[src/rtl/alu_cmd_sequencer_if.sv]
// Command/ALU/response bundle for alu_cmd_sequencer.
// master: requester + ALU side. slave: the sequencer.
interface alu_cmd_sequencer_if #(
  parameter int WIDTH = 8,
  parameter int DEPTH = 4
);
  localparam int CW = $clog2(DEPTH) + 1;

  logic             cmd_valid;
  logic             cmd_ready;
  logic [2:0]       cmd_op;
  logic [WIDTH-1:0] cmd_operand;
  logic [2:0]       alu_in_sel;
  logic [6:0]       alu_out_sel;
  logic [WIDTH-1:0] alu_num;
  logic [WIDTH-1:0] alu_result;
  logic             alu_overflow;
  logic             rsp_valid;
  logic [WIDTH-1:0] rsp_data;
  logic             rsp_error;
  logic [1:0]       state;
  logic [CW-1:0]    fifo_count;

  modport master (
    output cmd_valid, cmd_op, cmd_operand, alu_result, alu_overflow,
    input  cmd_ready, alu_in_sel, alu_out_sel, alu_num,
           rsp_valid, rsp_data, rsp_error, state, fifo_count
  );

  modport slave (
    input  cmd_valid, cmd_op, cmd_operand, alu_result, alu_overflow,
    output cmd_ready, alu_in_sel, alu_out_sel, alu_num,
           rsp_valid, rsp_data, rsp_error, state, fifo_count
  );
endinterface

[src/rtl/alu_cmd_sequencer.sv]
// Command-queue controller for the accumulator ALU: buffers commands in a
// small FIFO, issues one at a time, captures result/overflow, responds.
// Optional build macro ALU_SEQ_STICKY_ERR_EN makes S_RUN_ERROR sticky
// until on drops (or reset).
module alu_cmd_sequencer #(
  parameter int WIDTH = 8,
  parameter int DEPTH = 4,
  parameter int LAT   = 1
)(
  input logic clk,
  input logic rst,
  input logic on,
  alu_cmd_sequencer_if.slave bus
);
  localparam int AW = (DEPTH > 1) ? $clog2(DEPTH) : 1;
  localparam int CW = $clog2(DEPTH) + 1;
  localparam int NW = (LAT > 1) ? $clog2(LAT) : 1;

  localparam logic [2:0] OP_CLEAR    = 3'd7;
  localparam logic [2:0] SEL_PERSIST = 3'b100;
  localparam logic [2:0] SEL_LOAD    = 3'b010;
  localparam logic [2:0] SEL_RESET   = 3'b001;

  typedef enum logic [1:0] {
    S_OFF       = 2'b00,
    S_READY     = 2'b01,
    S_RUN       = 2'b10,
    S_RUN_ERROR = 2'b11
  } state_t;

  state_t           state, nextState;
  logic [2:0]       opMem  [DEPTH];
  logic [WIDTH-1:0] numMem [DEPTH];
  logic [AW-1:0]    wrPtr, rdPtr;
  logic [CW-1:0]    count;
  logic [2:0]       curOp;
  logic [NW-1:0]    runCnt;
  logic [6:0]       outSelReg;
  logic [WIDTH-1:0] numReg, rspDataReg;
  logic             rspValidReg, rspErrorReg;
  logic [2:0]       inSel;
  logic             ready, push, pop, sample, toError, flush;

  // Acceptance uses the registered count only; a pop never frees a slot
  // in the same cycle.
  always_comb begin
    ready = (state != S_OFF) && (count != CW'(DEPTH));
`ifdef ALU_SEQ_STICKY_ERR_EN
    if (state == S_RUN_ERROR) ready = 1'b0;
`endif
  end

  assign push = bus.cmd_valid & ready;

  // Next-state, pop/sample strobes and ALU input select.
  always_comb begin
    nextState = state;
    pop       = 1'b0;
    sample    = 1'b0;
    toError   = 1'b0;
    inSel     = SEL_RESET;
    case (state)
      S_OFF: begin
        inSel = SEL_RESET;
        if (on) nextState = S_READY;
      end
      S_READY: begin
        inSel = SEL_PERSIST;
        if (!on) nextState = S_OFF;
        else if (count != '0) begin
          pop       = 1'b1;
          nextState = S_RUN;
        end
      end
      S_RUN: begin
        if (runCnt == '0) inSel = (curOp == OP_CLEAR) ? SEL_RESET : SEL_LOAD;
        else              inSel = SEL_PERSIST;
        if (runCnt == NW'(LAT - 1)) begin
          sample    = 1'b1;
          toError   = bus.alu_overflow && (curOp != OP_CLEAR);
          nextState = toError ? S_RUN_ERROR : S_READY;
        end
      end
      S_RUN_ERROR: begin
        inSel = SEL_RESET;
`ifdef ALU_SEQ_STICKY_ERR_EN
        if (!on) nextState = S_OFF;
`else
        nextState = S_READY;
`endif
      end
      default: nextState = S_OFF;
    endcase
  end

  // Going to S_OFF drops whatever is still queued.
  assign flush = (nextState == S_OFF);

  // State register, FIFO, issue registers and response capture.
  always_ff @(posedge clk) begin
    if (rst) begin
      state       <= S_OFF;
      wrPtr       <= '0;
      rdPtr       <= '0;
      count       <= '0;
      curOp       <= '0;
      runCnt      <= '0;
      outSelReg   <= '0;
      numReg      <= '0;
      rspValidReg <= 1'b0;
      rspDataReg  <= '0;
      rspErrorReg <= 1'b0;
    end else begin
      state <= nextState;

      if (flush) begin
        wrPtr <= '0;
        rdPtr <= '0;
        count <= '0;
      end else begin
        if (push) begin
          opMem[wrPtr]  <= bus.cmd_op;
          numMem[wrPtr] <= bus.cmd_operand;
          wrPtr         <= wrPtr + AW'(1);
        end
        if (pop) rdPtr <= rdPtr + AW'(1);
        case ({push, pop})
          2'b10:   count <= count + CW'(1);
          2'b01:   count <= count - CW'(1);
          default: count <= count;
        endcase
      end

      if (pop) begin
        curOp     <= opMem[rdPtr];
        numReg    <= numMem[rdPtr];
        outSelReg <= (opMem[rdPtr] == OP_CLEAR) ? 7'b0 : (7'b1000000 >> opMem[rdPtr]);
        runCnt    <= '0;
      end else if (state == S_RUN) begin
        runCnt <= runCnt + NW'(1);
      end

      rspValidReg <= 1'b0;
      if (sample) begin
        rspValidReg <= 1'b1;
        rspErrorReg <= toError;
        rspDataReg  <= (curOp == OP_CLEAR) ? '0 : bus.alu_result;
      end
    end
  end

  assign bus.cmd_ready   = ready;
  assign bus.alu_in_sel  = inSel;
  assign bus.alu_out_sel = outSelReg;
  assign bus.alu_num     = numReg;
  assign bus.rsp_valid   = rspValidReg;
  assign bus.rsp_data    = rspDataReg;
  assign bus.rsp_error   = rspErrorReg;
  assign bus.state       = state;
  assign bus.fifo_count  = count;
endmodule

[src/flat_wrapper.sv]
// flat-port wrapper written by rule: the top's interface ports become plain ports
module alu_cmd_sequencer_flat 
#(
  parameter int WIDTH = 8,
  parameter int DEPTH = 4,
  parameter int LAT   = 1
)
  (clk, rst, on, bus_cmd_valid, bus_cmd_op, bus_cmd_operand, bus_alu_result, bus_alu_overflow, bus_cmd_ready, bus_alu_in_sel, bus_alu_out_sel, bus_alu_num, bus_rsp_valid, bus_rsp_data, bus_rsp_error, bus_state, bus_fifo_count);
  alu_cmd_sequencer_if #(.WIDTH(WIDTH), .DEPTH(DEPTH)) bus_i ();
  input logic clk;
  input logic rst;
  input logic on;
  input wire logic [$bits(bus_i.cmd_valid)-1:0] bus_cmd_valid;
  input wire logic [$bits(bus_i.cmd_op)-1:0] bus_cmd_op;
  input wire logic [$bits(bus_i.cmd_operand)-1:0] bus_cmd_operand;
  input wire logic [$bits(bus_i.alu_result)-1:0] bus_alu_result;
  input wire logic [$bits(bus_i.alu_overflow)-1:0] bus_alu_overflow;
  output wire logic [$bits(bus_i.cmd_ready)-1:0] bus_cmd_ready;
  output wire logic [$bits(bus_i.alu_in_sel)-1:0] bus_alu_in_sel;
  output wire logic [$bits(bus_i.alu_out_sel)-1:0] bus_alu_out_sel;
  output wire logic [$bits(bus_i.alu_num)-1:0] bus_alu_num;
  output wire logic [$bits(bus_i.rsp_valid)-1:0] bus_rsp_valid;
  output wire logic [$bits(bus_i.rsp_data)-1:0] bus_rsp_data;
  output wire logic [$bits(bus_i.rsp_error)-1:0] bus_rsp_error;
  output wire logic [$bits(bus_i.state)-1:0] bus_state;
  output wire logic [$bits(bus_i.fifo_count)-1:0] bus_fifo_count;
  assign bus_i.cmd_valid = bus_cmd_valid;
  assign bus_i.cmd_op = bus_cmd_op;
  assign bus_i.cmd_operand = bus_cmd_operand;
  assign bus_i.alu_result = bus_alu_result;
  assign bus_i.alu_overflow = bus_alu_overflow;
  assign bus_cmd_ready = bus_i.cmd_ready;
  assign bus_alu_in_sel = bus_i.alu_in_sel;
  assign bus_alu_out_sel = bus_i.alu_out_sel;
  assign bus_alu_num = bus_i.alu_num;
  assign bus_rsp_valid = bus_i.rsp_valid;
  assign bus_rsp_data = bus_i.rsp_data;
  assign bus_rsp_error = bus_i.rsp_error;
  assign bus_state = bus_i.state;
  assign bus_fifo_count = bus_i.fifo_count;
  alu_cmd_sequencer #(.WIDTH(WIDTH), .DEPTH(DEPTH), .LAT(LAT)) u_core (.clk(clk), .rst(rst), .on(on), .bus(bus_i));
endmodule
[config.mk]
export PLATFORM = sky130hd
export DESIGN_NAME = alu_cmd_sequencer_flat
export DESIGN_NICKNAME = d
export VERILOG_FILES = /design/src/rtl/alu_cmd_sequencer_if.sv /design/src/rtl/alu_cmd_sequencer.sv /design/src/flat_wrapper.sv
export SDC_FILE = /design/constraint.sdc
export NUM_CORES = 1
export LEC_CHECK = 0
export ABC_CLOCK_PERIOD_IN_PS = 2700
export CAP_MARGIN = 20
export CELL_PAD_IN_SITES_DETAIL_PLACEMENT = 1
export CELL_PAD_IN_SITES_GLOBAL_PLACEMENT = 1
export CORE_UTILIZATION = 42
export CTS_CLUSTER_SIZE = 20
export DETAILED_ROUTE_END_ITERATION = 12
export PLACE_DENSITY_LB_ADDON = 0.1
export SLEW_MARGIN = 10
export SYNTH_ARGS = -nofsm -noshare
export SYNTH_HDL_FRONTEND = slang
export SYNTH_SLANG_ARGS = --single-unit
[constraint.sdc]
create_clock -name clk -period 2.7 [get_ports clk]
set_input_delay 0.54 -clock clk [delete_from_list [all_inputs] [get_ports clk]]
set_output_delay 0.54 -clock clk [all_outputs]
set_load 0.01 [all_outputs]
==> impl_results.md <==
* First-pass iteration count of the detailed router at 3
* Worst Hold Class: flip-flop to flip-flop
* Endpoints failing setup at 0
* MaxCap Viol Count at 0
* Vias in the first global route at 2187
* Slew margin rel. at 56.0%
* EDFF count, synth at 44
* Utilization after layout at 55.6%
* # IOs at 58
* Crit path time final at 2.56 ns
* Standard-cell row count at 32
* Fmax at 391 MHz
* Tightest Pin Transition at 0.659 ns
* CP endpoint kind: primary output
* Mux cell area share after synthesis at 8.07%
* Lkg Pwr at 1.42 nW
* RSZ-0062 raised after global routing: no
* DRC viols at 0
* Worst path required time at 2.16 ns
* Fin crit share at 94.8%
* Clk_lat worst skew at 0.36 ns
* GR Overflow Total at 0
* Routability congestion estimate at 0.754
* WP data arrival at 2.02 ns
* Adder-Cell Fraction of Synth Area at 4.35%
* DRC violation total after the first TritonRoute iteration at 82
* WL final at 6930 um
* Clk buf depth at 2
* Num CTS Buffers at 9
* Diodes inserted at 0
* Mapped cell area at 0.00333 mm^2
* Clock transition at path regs at 0.09 ns
* Dpl hpwl at 4950 um
* Vias at 2163
* Largest family of logic cells by synthesized area: compound AO/OA/AOI/OAI gates
* Pin count of the biggest net entering global routing at 22
* Final Hold Slack at 0.458 ns
* Pwr Total at 3.25 mW
* WL/cell at 16.0 um
* Post-Synth Simple-Gate Area at 8.56%
* Drt via density at 5.00
* CTS tree: yes
* Compound-gate portion of the synthesized area at 10.4%
* Most used DFF post-synth: edfxtp_1
* Outcome: finished clean
* H-tree level count at 3
* Synth Warn # at 0
* Fillers at 798
* Sequential area share after synthesis at 63.7%
* Initial Utilization at 43.4%
* Cells after Synth at 257
* Synth Area in XOR/XNOR at 1.84%
* Fraction of layout cells with a size suffix above 1 at 14.8%
* Clock sink count at 84
* Register bit total from synthesis at 84
* Type of the worst setup path: flip-flop to primary output
* Die height at 91.1 um
* Die area at 0.00830 mm^2
* Area grow syn2layout at 28.1%
* Crit-path max FO at 5
* GRT Total Usage at 18.2%
* Die width at 91.1 um
* Startpoint types: flip-flop
* Max-slew violations at 0
* Clock Tree Root: clkbuf_8
* Remaining antenna violation count at 0
* Avg Cell Area, Syn at 13.0 um^2
* Syn Nets at 292
* CTS Hold Bufs at 0
* Commonest non-fill, non-tap cell in the layout: clkdlybuf4s50_1
* First-pass GRT wire length at 11400 um
* Pwr Density at 760 mW/mm^2
* Number of setup buffers added after CTS at 0
* Sum of negative setup slack at 0 ns
* Most frequent cells in the layout: clkdlybuf4s50_1, edfxtp_1, dfxtp_1
* Fin nets at 361
* Final Hold Viols at 0
* PortBufs at 57
* Distinct cells, synth at 34
* VDD IR-drop max at 0.302 mV
* Initial antenna violation count at 0
* Post-synth ARST share at 0%
* Clock Skew at 0.0124 ns
* Core Region at 0.00769 mm^2
kinds of logic after synthesis:
logic type | after synthesis
AOI/OAI and AO/OA | 50
xor gates and xnor gates | 7
adders and majority gates | 11
buffers and inverters | 25
DFF | 84
muxes | 13
and+or+nand+nor | 67
metal layers:
metal / share of wire [%] / vias up / wire, um / track usage [%]
met3: 3.5 / 12 / 246 / 3.60
met5: 0 / - / 0 / 0
met4: 1.9 / 0 / 130 / 9.13
met1: 49 / 1051 / 3410 / 24.7
li1: - / 1056 / - / -
met2: 45 / 44 / 3140 / 27.8
what timing repair did:
item / in CTS / in global routing
gates cloned: 0 / 0
endpoints found under the setup margin: 2 / 1
gates resized for setup: 3 / 2
hold endpoints to repair: 0 / 0
layout make-up:
class | instances | area, um^2 | area share (%)
well taps | 102 | 128 | 2.99
clock inverters | 7 | 61.3 | 1.44
inverters | 14 | 52.6 | 1.23
flip-flops and latches | 84 | 2120 | 49.7
repair buffers | 69 | 661 | 15.5
clock buffers | 9 | 124 | 2.90
multi-input cells | 148 | 1120 | 26.3
flip-flops by register name (all words and copies together) (netlist names), named ones only:
signal	cells
u_core.bus.alu_num	8
u_core.bus.alu_out_sel	7
u_core.bus.fifo_count	3
u_core.bus.rsp_data	8
u_core.bus.rsp_error	1
u_core.bus.rsp_valid	1
u_core.bus.state	2
u_core.curOp	3
u_core.numMem	32
u_core.opMem	12
u_core.rdPtr	2
u_core.runCnt	1
u_core.wrPtr	2
path summary, 6_finish.rpt:
| path | depth (start not counted) | slack, ns | endpoint | from |
|---|---|---|---|---|
| setup reg to reg | 7 | 0.39 | u_core.opMem[3][0] | u_core.bus.state[1] |
| hold / removal | 2 | 0.46 | u_core.curOp[1] | u_core.curOp[1] |
| hold reg to reg | 2 | 0.46 | u_core.curOp[1] | u_core.curOp[1] |
| setup / recovery | 4 | 0.14 | bus_alu_in_sel[2] | u_core.bus.state[1] |
stage by stage:
step,worst slack [ns],std cells,cell area [um^2]
final,0.141,433,4270
after global routing,0.0262,433,4270
after CTS,0.0375,433,4270
after detailed placement,0.107,417,4070
after global placement,0.194,417,4070
after floorplan,0.190,257,3330
cell usage after synthesis (2+ instances only):
cell type  count  area [um^2]
xor2_1         3         26.3
clkbuf_1       4         15.0
ha_1          10          125
nor3_1         2         10.0
nor2b_1        2         12.5
o311ai_4       2         52.6
edfxtp_1      44         1320
dfxtp_1       40          801
xnor2_1        4         35.0
a21oi_1       29          145
nor3b_1        2         15.0
nand2_1       31          116
a22oi_1       14          105
buf_1          3         11.3
mux4_2        11          248
buf_2          3         15.0
nand2b_1       2         12.5
inv_1         13         48.8
nor2_1        23         86.3
critical path: stages, from the launching register on:
cell and delay, ns:
dfxtp_1 0.44, inv_1 0.16, ha_1 0.32, mux2_2 0.27
clkdlybuf4s50_1 0.48
report_power, final:
part	switching (mW)	internal, mW	total [mW]
registers	0.0821	1.45	1.53
clock network	0.485	0.349	0.835
logic	0.448	0.433	0.881
total	1.02	2.23	3.25
No activity file was read; power rests on OpenSTA's default activity.
